$ cat src/rtl/pipe_hazard_ctrl.sv
// Stall/flush/forwarding and next-PC sequencing for the 3-stage F -> DE -> MW pipe.
// Holds the pipe on slow data-memory accesses, times them out, and sequences irq entry and redirects.
module pipe_hazard_ctrl #(
    parameter int unsigned WAIT_LIMIT = 15
) (
    input  logic       clk,
    input  logic       rst,
    input  logic [4:0] de_rs1,
    input  logic [4:0] de_rs2,
    input  logic [4:0] mw_waddr,
    input  logic       mw_regwr,
    input  logic       mw_is_mem,
    input  logic       dmem_ack,
    input  logic       branch_taken,
    input  logic       mret_de,
    input  logic       irq_pending,
    output logic       fwd_a,
    output logic       fwd_b,
    output logic       stall_fd,
    output logic       stall_mw,
    output logic       flush_de,
    output logic       flush_mw,
    output logic [1:0] pc_sel,
    output logic       irq_take,
    output logic       mem_fault
);
    localparam logic [7:0] LIMIT = 8'(WAIT_LIMIT);

    typedef enum logic [1:0] {
        S_RUN       = 2'd0,
        S_MEM_WAIT  = 2'd1,
        S_IRQ_ENTER = 2'd2
    } state_t;

    state_t     r_state;
    state_t     w_state_next;
    logic [7:0] r_wait_cnt;
    logic [7:0] w_wait_cnt_next;
    logic       w_mem_busy;
    logic       w_mw_writes;

    assign w_mem_busy  = mw_is_mem & ~dmem_ack;
    assign w_mw_writes = mw_regwr & (mw_waddr != 5'd0) & ~rst;
    assign fwd_a       = w_mw_writes & (mw_waddr == de_rs1);
    assign fwd_b       = w_mw_writes & (mw_waddr == de_rs2);

    always_ff @(posedge clk) begin
        if (rst) begin
            r_state    <= S_RUN;
            r_wait_cnt <= 8'd0;
        end else begin
            r_state    <= w_state_next;
            r_wait_cnt <= w_wait_cnt_next;
        end
    end

    always_comb begin
        w_state_next    = r_state;
        w_wait_cnt_next = r_wait_cnt;
        stall_fd        = 1'b0;
        stall_mw        = 1'b0;
        flush_de        = 1'b0;
        flush_mw        = 1'b0;
        pc_sel          = 2'b00;
        irq_take        = 1'b0;
        mem_fault       = 1'b0;
        if (!rst) begin
            case (r_state)
                S_RUN: begin
                    if (w_mem_busy) begin
                        stall_fd        = 1'b1;
                        stall_mw        = 1'b1;
                        w_state_next    = S_MEM_WAIT;
                        w_wait_cnt_next = 8'd1;
                    end else if (irq_pending) begin
                        irq_take     = 1'b1;
                        pc_sel       = 2'b10;
                        flush_de     = 1'b1;
                        w_state_next = S_IRQ_ENTER;
                    end else if (mret_de) begin
                        pc_sel   = 2'b11;
                        flush_de = 1'b1;
                    end else if (branch_taken) begin
                        pc_sel   = 2'b01;
                        flush_de = 1'b1;
                    end
                end
                // Redirects and irqs stay parked in DE until the access resolves.
                S_MEM_WAIT: begin
                    if (dmem_ack) begin
                        w_state_next    = S_RUN;
                        w_wait_cnt_next = 8'd0;
                    end else if (r_wait_cnt == LIMIT) begin
                        mem_fault       = 1'b1;
                        flush_mw        = 1'b1;
                        w_state_next    = S_RUN;
                        w_wait_cnt_next = 8'd0;
                    end else begin
                        stall_fd        = 1'b1;
                        stall_mw        = 1'b1;
                        w_wait_cnt_next = r_wait_cnt + 8'd1;
                    end
                end
                S_IRQ_ENTER: begin
                    flush_de     = 1'b1;
                    w_state_next = S_RUN;
                    if (w_mem_busy) begin
                        stall_fd        = 1'b1;
                        stall_mw        = 1'b1;
                        w_state_next    = S_MEM_WAIT;
                        w_wait_cnt_next = 8'd1;
                    end
                end
                default: begin
                    w_state_next    = S_RUN;
                    w_wait_cnt_next = 8'd0;
                end
            endcase
        end
    end
endmodule

$ cat config.mk
export PLATFORM = sky130hd
export DESIGN_NAME = pipe_hazard_ctrl
export DESIGN_NICKNAME = d
export VERILOG_FILES = /design/src/rtl/pipe_hazard_ctrl.sv
export SDC_FILE = /design/constraint.sdc
export NUM_CORES = 1
export LEC_CHECK = 0
export CAP_MARGIN = 0
export CORE_MARGIN = 2
export CORE_UTILIZATION = 43
export CTS_CLUSTER_SIZE = 8
export DETAILED_ROUTE_END_ITERATION = 10
export PLACE_DENSITY = 0.84
export SLEW_MARGIN = 20
export SYNTH_ARGS = -nofsm -noshare
export SYNTH_HDL_FRONTEND = slang
export SYNTH_SLANG_ARGS = --single-unit
$ cat constraint.sdc
create_clock -name clk -period 2.55 [get_ports clk]
set_input_delay 0.51 -clock clk [delete_from_list [all_inputs] [get_ports clk]]
set_output_delay 0.51 -clock clk [all_outputs]
set_load 0.005 [all_outputs]
==> flow_metrics.env, run 1 <==
export IMPL_stdcell_count=142
export IMPL_cts_sinks=10
export IMPL_vias_per_cell=5.49
export IMPL_synth_top_area_share=0.286
export IMPL_total_power_uw=421
export IMPL_crit_fanout=4
export IMPL_hold_path_class="register to register"
export IMPL_final_cell_area_um2=1140
export IMPL_synth_area_leader_cell="dfxtp_1"
export IMPL_endpoint_kind="primary output"
export IMPL_drt_met1_wl_um=745
export IMPL_reg2reg_slack_ns=0.99
export IMPL_num_vias=779
export IMPL_top_level_ports=33
export IMPL_synth_most_common_cell="nor2_1"
export IMPL_routedWlPerCell_um=13.4
export IMPL_dp_cells=137
export IMPL_antenna_found_initial=0
export IMPL_grt_use_total=0.222
export IMPL_wl_met3_um=86
export IMPL_mappedNetlistArea_um2=699
export IMPL_place_area_um2=1080
export IMPL_die_w_um=44.3
export IMPL_synthArstFlopShare=0
export IMPL_wl_met2_um=1020
export IMPL_setup_ws_ns=0.0653
export IMPL_insertion_delay_ns=0.26
export IMPL_firstDrtPassIters=4
export IMPL_hold_buffers=0
export IMPL_ys_seq_area_frac=0.286
export IMPL_dp_slack_ns=-0.349
export IMPL_path_clk_slew_ns=0.07
export IMPL_relSlewSlack=0.802
export IMPL_worstSetupStartpointType="input pin"
export IMPL_netlist_instances=85
export IMPL_die_height_um=44.3
export IMPL_dp_hpwl_um=1490
export IMPL_rsz0062_at_grt="false"
export IMPL_synth_cell_type_count=34
export IMPL_syn_nets=109
export IMPL_status="finished, final reports clean"
export IMPL_clk_path_buf_depth=2
export IMPL_grt_pass1_wl_um=3190
export IMPL_drc=0
export IMPL_avgSynthCellArea_um2=8.23
export IMPL_top_layer="met4"
export IMPL_numCtsBuffers=3
export IMPL_area_growth_syn_to_layout_pct=63.0
export IMPL_root_buffer="clkbuf_4"
export IMPL_fillers=125
export IMPL_grt_max_degree=11
export IMPL_path_class="input pin to primary output"
export IMPL_grt_pass1_vias=761
export IMPL_yosys_warnings=0
export IMPL_diodes=0
export IMPL_crit_arrival_ns=1.97
export IMPL_slew_viol_final=0
export IMPL_tns_ns=0
export IMPL_synth_area_leaders="dfxtp_1 (29%), xor2_1 (8.8%), xnor2_1 (7.5%), nor2_1 (5.9%), a21oi_1 (2.9%)"
export IMPL_period_needed_ns=2.48
export IMPL_start_util=0.459
export IMPL_drv_cap=0
export IMPL_gr_total_overflow=0
export IMPL_p_per_area_nw_per_um2=369
export IMPL_required_ns=2.04
export IMPL_drt_iter0_drc=16
export IMPL_fin_crit_sh=0.974
export IMPL_fp_coreArea_um2=1520
export IMPL_portBuffers=32
export IMPL_ir_drop_mv=0.228
export IMPL_synthFlopType="dfxtp_1"
export IMPL_final_util=0.748
export IMPL_drt_antenna_violating_nets=0
export IMPL_r2r_start="r_state[1]"
export IMPL_finClkSkew_ns=0.00328
export IMPL_p_leak_nw=0.438
export IMPL_die_area_um2=1970
export IMPL_synth_top_cells_by_count="nor2_1 (11), dfxtp_1 (10), xor2_1 (7)"
export IMPL_cts_tree="yes"
export IMPL_crit_start="mw_is_mem"
export IMPL_drive_gt1_frac=0.238
export IMPL_hold_violations=0
export IMPL_placementRows=14
export IMPL_fmax_ghz=0.402
export IMPL_setup_viol=0
export IMPL_min_from="r_wait_cnt[7]"
export IMPL_gp_congestion=0.829
export IMPL_cts_max_level=1
export IMPL_wl_um=1910
export IMPL_synth_edf_count=0
export IMPL_whs_ns=0.524
export IMPL_worst_slew_pin_slew_ns=0.295
export IMPL_nNetsFinal=151
export IMPL_synth_seq_cells=10
==> area by class of cell <==
type | instances | area (um2) | area share
Multi-Input combinational cell | 69 | 498 | 0.437
Timing Repair Buffer | 42 | 382 | 0.335
Sequential cell | 10 | 200 | 0.176
Clock buffer | 4 | 36.3 | 0.0318
Tap cell | 16 | 20.0 | 0.0176
Inverter | 1 | 3.75 | 0.00329
==> worst max-delay path, stage by stage <==
cell             delay (ns)
clkdlybuf4s50_1        0.39
nor2b_1                0.13
or2_1                  0.24
or3_4                  0.37
nor2_1                 0.09
dlygate4sd2_1          0.23
==> flip-flops by register name, summed over array words and instances (netlist names) <==
| signal | count |
|---|---|
| r_wait_cnt | 8 |
| r_state | 2 |
==> path summary, 6_finish.rpt <==
| check | endpoint | cells past startpoint |
|---|---|---|
| min reg2reg | r_wait_cnt[7] | 2 |
| max reg2reg | r_wait_cnt[5] | 5 |
| min | r_wait_cnt[7] | 2 |
| max | irq_take | 6 |
==> layout by cell type (no fill, tap or decap), drive strengths merged, types with 2 or more instances in the layout <==
cell and n:
nor2b 2, buf 10, clkbuf 5, nand3 3
o211ai 2, nor2 14, nor4 3, dfxtp 10
dlygate4sd2 7, xor2 7, a21oi 6, clkdlybuf4s50 23
o21ai 4, or3 3, o2111ai 2, xnor2 6
nor3 3
==> what timing repair did <==
item                                    4_1_cts  5_1_grt
pin swaps                                     1        0
gates resized for setup                      14        6
cloned                                        0        0
endpoints found under the setup margin       10        4
setup buffers                                 1        0
==> power by group <==
group	switching, mW	internal, mW	leakage (nW)	total, mW
Clock	0.0575	0.0867	0.0210	0.144
Sequential	0.00365	0.159	0.0811	0.163
Combinational	0.0449	0.0687	0.336	0.114
Total	0.106	0.315	0.438	0.421
==> metal layers <==
layer	track usage	vias to the layer above
met5	0	-
met4	0.127	0
met3	0.0367	6
met2	0.415	28
met1	0.230	361
li1	-	384
==> logic make-up after synthesis <==
logic type	Yosys count	share of synthesized area
AO/OA/AOI/OAI	18	0.188
flip-flops	10	0.286
adder cells (fa/ha/maj)	1	0.0179
buffers and inverters	6	0.0447
AND/OR/NAND/NOR	37	0.301
XOR/XNOR	13	0.163
Power figures use the tool's default switching activity.
==> run 2, diff against run 1 <==
--- a/config.mk
+++ b/config.mk
@@ -5,7 +5,7 @@
 export SDC_FILE = /design/constraint.sdc
 export NUM_CORES = 1
 export LEC_CHECK = 0
-export CAP_MARGIN = 0
+export CAP_MARGIN = 15
 export CORE_MARGIN = 2
 export CORE_UTILIZATION = 43
 export CTS_CLUSTER_SIZE = 8
==> results of run 2 <==
Final layout, timing and power as in run 1 (identical DEF).
==> run 3, diff against run 2 <==
--- a/config.mk
+++ b/config.mk
@@ -15,3 +15,4 @@
 export SYNTH_ARGS = -nofsm -noshare
 export SYNTH_HDL_FRONTEND = slang
 export SYNTH_SLANG_ARGS = --single-unit
+export TNS_END_PERCENT = 100
==> results of run 3 <==
Final layout, timing and power as in run 1 (identical DEF).
